`src/rtl/program_loader_pkg.sv`:
```
// Shared types and default response bytes for the UART program loader.
package program_loader_pkg;

    typedef enum logic [2:0] {
        IDLE,
        RECV_COUNT,
        RECV_WORD,
        WRITE,
        ACK,
        DONE,
        ERROR
    } state_e;

    localparam logic [7:0] DEFAULT_ACK_BYTE = 8'hAA;
    localparam logic [7:0] DEFAULT_NAK_BYTE = 8'h55;

endpackage

```
`src/rtl/program_loader_byte_to_word_assembler.sv`:
```
// Big-endian byte-to-word shifter; flags the fourth byte of each word combinationally
// so the caller can capture the complete word in the same cycle.
module byte_to_word_assembler (
    input  logic        clk,
    input  logic        reset_n,
    input  logic        clear_i,
    input  logic        byte_valid_i,
    input  logic [7:0]  byte_data_i,
    output logic [31:0] word_o,
    output logic        word_valid_o
);

    logic [31:0] shift_q, shift_d;
    logic [1:0]  count_q, count_d;

    always_comb begin
        shift_d = shift_q;
        count_d = count_q;
        if (clear_i) begin
            shift_d = '0;
            count_d = '0;
        end else if (byte_valid_i) begin
            shift_d = {shift_q[23:0], byte_data_i};
            count_d = count_q + 2'd1;
        end
    end

    always_ff @(posedge clk or negedge reset_n) begin
        if (!reset_n) begin
            shift_q <= '0;
            count_q <= '0;
        end else begin
            shift_q <= shift_d;
            count_q <= count_d;
        end
    end

    // Clear takes priority so a byte arriving with a restart is discarded.
    assign word_o       = {shift_q[23:0], byte_data_i};
    assign word_valid_o = byte_valid_i && !clear_i && (count_q == 2'd3);

endmodule

```
`src/rtl/program_loader.sv`:
```
// Boot loader: frames a UART byte stream (count N, then N words) into program-memory
// writes, answers with ACK/NAK and keeps the core in reset until the load is done.
module program_loader
    import program_loader_pkg::*;
#(
    parameter int         PROGRAM_MEMORY_ADDRESS_BITWIDTH = 15,
    parameter logic [7:0] ACK_BYTE                        = DEFAULT_ACK_BYTE,
    parameter logic [7:0] NAK_BYTE                        = DEFAULT_NAK_BYTE
) (
    input  logic                                       clk,
    input  logic                                       reset_n,
    input  logic                                       start,
    input  logic [7:0]                                 rx_data,
    input  logic                                       rx_valid,
    output logic [7:0]                                 tx_data,
    output logic                                       tx_valid,
    input  logic                                       tx_ready,
    output logic [PROGRAM_MEMORY_ADDRESS_BITWIDTH-1:0] pm_write_address,
    output logic [31:0]                                pm_write_data,
    output logic                                       pm_write_enable,
    output logic                                       core_hold,
    output logic                                       load_done,
    output logic                                       load_error
);

    localparam int          AW       = PROGRAM_MEMORY_ADDRESS_BITWIDTH;
    localparam int          IDX_W    = AW - 2;
    localparam logic [32:0] CAPACITY = 33'd1 << IDX_W;

    state_e              state_q, state_d;
    logic [31:0]         count_q, count_d;
    logic [IDX_W-1:0]    index_q, index_d;
    logic                err_q, err_d;
    logic [7:0]          tx_data_q, tx_data_d;
    logic                pm_we_q, pm_we_d;
    logic [AW-1:0]       pm_addr_q, pm_addr_d;
    logic [31:0]         pm_data_q, pm_data_d;

    logic                start_ok;
    logic                asm_valid;
    logic [31:0]         asm_word;
    logic                asm_word_valid;
    logic                last_word;

    assign start_ok  = start && (state_q inside {IDLE, DONE, ERROR});
    assign asm_valid = rx_valid && (state_q inside {RECV_COUNT, RECV_WORD, WRITE});
    assign last_word = ((33'(index_q) + 33'd1) == {1'b0, count_q});

    byte_to_word_assembler u_assembler (
        .clk          (clk),
        .reset_n      (reset_n),
        .clear_i      (start_ok),
        .byte_valid_i (asm_valid),
        .byte_data_i  (rx_data),
        .word_o       (asm_word),
        .word_valid_o (asm_word_valid)
    );

    always_comb begin
        state_d   = state_q;
        count_d   = count_q;
        index_d   = index_q;
        err_d     = err_q;
        tx_data_d = tx_data_q;
        pm_we_d   = 1'b0;
        pm_addr_d = '0;
        pm_data_d = '0;

        unique case (state_q)
            IDLE, DONE, ERROR: begin
                if (start_ok) begin
                    state_d = RECV_COUNT;
                    count_d = '0;
                    index_d = '0;
                    err_d   = 1'b0;
                end
            end
            RECV_COUNT: begin
                if (asm_word_valid) begin
                    count_d = asm_word;
                    index_d = '0;
                    if (asm_word == 32'd0) begin
                        state_d   = ACK;
                        tx_data_d = ACK_BYTE;
                    end else if ({1'b0, asm_word} > CAPACITY) begin
                        state_d   = ACK;
                        tx_data_d = NAK_BYTE;
                        err_d     = 1'b1;
                    end else begin
                        state_d = RECV_WORD;
                    end
                end
            end
            RECV_WORD: begin
                // The write-port registers double as the holding register for the word,
                // so the assembler is free to accept the next byte during WRITE.
                if (asm_word_valid) begin
                    state_d   = WRITE;
                    pm_we_d   = 1'b1;
                    pm_addr_d = {index_q, 2'b00};
                    pm_data_d = asm_word;
                end
            end
            WRITE: begin
                if (last_word) begin
                    state_d   = ACK;
                    tx_data_d = ACK_BYTE;
                end else begin
                    state_d = RECV_WORD;
                    index_d = index_q + 1'b1;
                end
            end
            ACK: begin
                if (tx_ready) begin
                    state_d   = err_q ? ERROR : DONE;
                    tx_data_d = '0;
                end
            end
            default: state_d = IDLE;
        endcase
    end

    always_ff @(posedge clk or negedge reset_n) begin
        if (!reset_n) begin
            state_q   <= IDLE;
            count_q   <= '0;
            index_q   <= '0;
            err_q     <= 1'b0;
            tx_data_q <= '0;
            pm_we_q   <= 1'b0;
            pm_addr_q <= '0;
            pm_data_q <= '0;
        end else begin
            state_q   <= state_d;
            count_q   <= count_d;
            index_q   <= index_d;
            err_q     <= err_d;
            tx_data_q <= tx_data_d;
            pm_we_q   <= pm_we_d;
            pm_addr_q <= pm_addr_d;
            pm_data_q <= pm_data_d;
        end
    end

    assign tx_data          = tx_data_q;
    assign tx_valid         = (state_q == ACK);
    assign pm_write_enable  = pm_we_q;
    assign pm_write_address = pm_addr_q;
    assign pm_write_data    = pm_data_q;
    assign core_hold        = (state_q != DONE);
    assign load_done        = (state_q == DONE);
    assign load_error       = (state_q == ERROR);

endmodule

```
`config.mk`:
```
export PLATFORM = sky130hd
export DESIGN_NAME = program_loader
export DESIGN_NICKNAME = d
export VERILOG_FILES = /design/src/rtl/program_loader_pkg.sv /design/src/rtl/program_loader_byte_to_word_assembler.sv /design/src/rtl/program_loader.sv
export SDC_FILE = /design/constraint.sdc
export NUM_CORES = 1
export LEC_CHECK = 0
export ABC_CLOCK_PERIOD_IN_PS = 7030
export CAP_MARGIN = 10
export CELL_PAD_IN_SITES_DETAIL_PLACEMENT = 0
export CELL_PAD_IN_SITES_GLOBAL_PLACEMENT = 1
export CORE_ASPECT_RATIO = 1.75
export CORE_MARGIN = 2
export CORE_UTILIZATION = 40
export CTS_CLUSTER_DIAMETER = 60
export CTS_CLUSTER_SIZE = 28
export DETAILED_ROUTE_END_ITERATION = 10
export GPL_ROUTABILITY_DRIVEN = 1
export PLACE_DENSITY_LB_ADDON = 0.1
export SYNTH_ARGS = -nofsm -noshare
export SYNTH_HDL_FRONTEND = slang
export SYNTH_SLANG_ARGS = --single-unit
```
`constraint.sdc`:
```
create_clock -name clk -period 7.03 [get_ports clk]
set_input_delay 1.7575 -clock clk [delete_from_list [all_inputs] [get_ports clk]]
set_output_delay 1.7575 -clock clk [all_outputs]
set_load 0.02 [all_outputs]
```
==> results.yml <==
synth:
  synth_area_per_cell_sq_um: 11.41
  synth_edf_count: 0
  ys_async_sr_fraction: 1.000
  synth_area_sq_um: 5441
  synth_flop_cell: "dfrtp_1"
  yosysSeqAreaShare: 0.5656
  ys_ff_latch: 123
  synth_cell_types: 59
  ys.warnings.count: 0
  synthCells: 477
placement:
  port-buffer-count: 70
  place_hpwl_um: 9664
  placed_area_sq_um: 6201
  dp_cells: 687
  gp_congestion: 0.8468
route:
  via_count: 3996
  viasPerCell: 5.565
  wirelength_um: 14060
  antenna_left: 0
  drc_errors: 0
  firstDrtPassIters: 4
  drtIter0Drc: 227
  routedWlPerCell_um: 19.58
worst_setup_path:
  cp-end-kind: "output port"
  cp.arrival_ns: 2.33
  r2r_end: "tx_data[5]"
  worst-path-max-fanout: 21
  crit_start: "state_q[1]"
  worst-r2r-cell-count: 9
  critPathKind: "flop to output port"
  timing.rr.start: "index_q[0]"
  endpoint: "tx_valid"
  crit_required_ns: 5.27
  cp-start-kind: "flop"
  rrSetupSlack_ns: 3.98
timing:
  final_max_slew_viol_count: 0
  setup_viol: 0
  fin_tns_setup_ns: 0
  tightestPinTransition_ns: 1.057
  rsz0062_at_grt: "false"
  hold_viol: 0
  timing.final.crit_share: 0.5816
  clock.fmax_mhz: 244.6
  skew_ns: 0.01290
  max_slew_margin: 0.2929
  layout_min_cycle_time_ns: 4.089
  holdWs_ns: 0.5013
clock_tree:
  clock_latency_ns: 0.41
  clockRootBuffer: "clkbuf_16"
  cts_buffer_depth: 2
  numCtsBuffers: 17
  htreeDepth: 4
  cts_setup_buffers: 0
  hold_buffers: 0
  clock_sinks: 123
  cts_tree: "done"
  clk_transition_reported_paths_ns: 0.06
  cts_resized: 0
global_routing:
  antenna_found_initial: 0
  grt_max_degree: 67
  grt_pass1_wl_um: 22950
  grt_pass1_vias: 4034
  grt_usage: 0.2062
  grt-ovfl-total: 0
layout:
  multi_input_area_sq_um: 2140
  layout_commonest_cell: "dfrtp_1"
  seqCellArea_sq_um: 3078
  fill_cells: 1230
  finish.utilization: 0.5073
  layout_common_cells: "dfrtp_1 (123), clkdlybuf4s50_1 (69), a22o_1 (59), and2_1 (46), nand2_1 (29)"
  finalNonFillerCells: 718
  antennaDiodeCount: 0
  drive_above_1_share: 0.09007
  finalInstanceArea_sq_um: 6789
  nets: 547
  syn2layout_area_growth_pct: 24.76
die:
  rows: 56
  die_h_um: 158.3
  die_area_sq_um: 14590
  die_w_um: 92.17
  ioPinCount: 73
  core_sq_um: 13380
  initial_core_util: 0.4066
status:
  status: "finished clean"
power_and_ir_drop:
  p_leak_uw: 0.003092
  vdd_drop_max_v: 0.0002036
  p_per_area_nw_per_um2: 357.9
run:
  maxCapViolations: 0
hold_path:
  hp-class: "flop to flop"
## sequential cells by signal, summed over array words and instances, names as in the netlist
register,count
index_q,13
err_q,1
u_assembler.count_q,2
count_q,32
tx_data,2
pm_write_enable,1
pm_write_data,32
u_assembler.shift_q,24
pm_write_address,13
state_q,3
## power breakdown
part           leakage, uW  internal [uW]  switching (uW)  total, uW
Sequential         0.00170            808             177        985
Combinational      0.00112            245             336        581
Clock             0.000275            528             335        863
## cell families (layout without fill, tap and decap cells)
family,after synthesis,count (layout),share of synthesized area
simple gates,171,171,0.1821
flops,123,123,0.5656
xor+xnor,11,11,0.01771
other cells,1,2,0.0006892
compound gates,110,110,0.1623
buf+inv,47,113,0.04461
mux,12,12,0.02230
fa+ha+maj,2,2,0.004598
## critical path, stage by stage (launching register included)
cell and delay (ns):
dfrtp_1 0.65, nor2b_1 0.40, nor2b_1 0.25, clkdlybuf4s50_1 0.63
## final cells by class
| cell class | count | area share |
|---|---|---|
| clock buffer | 17 | 0.06266 |
| clock inverter | 14 | 0.02396 |
| inverter | 6 | 0.003317 |
| multi-input combinational | 308 | 0.3151 |
| sequential | 123 | 0.4534 |
| tap | 174 | 0.03207 |
| timing repair buffer | 76 | 0.1095 |
## metal layers
| metal | wire length (um) | vias to the layer above | track usage |
|---|---|---|---|
| met3 | 303 | 16 | 0.03171 |
| met1 | 5428 | 2055 | 0.2426 |
| li1 | - | 1843 | - |
| met4 | 293 | 0 | 0.08031 |
| met5 | 0 | - | 0 |
| met2 | 8037 | 82 | 0.3761 |
## how the worst min path moves through the flow
| stage | from | end | slack (ns) | depth (start not counted) |
|---|---|---|---|---|
| after global placement | count_q[28] | count_q[28] | 0.48 | 1 |
| final | count_q[19] | count_q[19] | 0.50 | 1 |
| after detailed placement | count_q[26] | count_q[26] | 0.49 | 1 |
| after CTS | count_q[19] | count_q[19] | 0.50 | 1 |
| after global routing | count_q[15] | count_q[15] | 0.52 | 1 |
| after floorplan | count_q[15] | count_q[15] | 0.47 | 1 |
## synthesized netlist by cell type, types with 7 or more instances
cell	n	area, sq um
a21oi_1	9	45.04
a22o_1	59	516.8
and2_1	46	287.8
and3_1	9	56.30
buf_4	8	60.06
clkbuf_1	23	86.33
dfrtp_1	123	3078
mux2i_1	11	110.1
nand2_1	29	108.9
nand3_1	10	50.05
nand4_1	7	43.79
nor2_1	14	52.55
nor2b_1	7	43.79
nor3_1	16	80.08
nor4_1	14	87.58
o21ai_0	9	45.04
xor2_1	8	70.07
## stage by stage
stage	power [uW]	setup WS, ns
floorplan	1350	3.782
global placement	1572	2.841
detailed placement	1581	2.817
CTS	2449	2.950
global route	2553	2.850
finish	2430	2.941
Note: power is estimated with default switching activity, not from simulation.
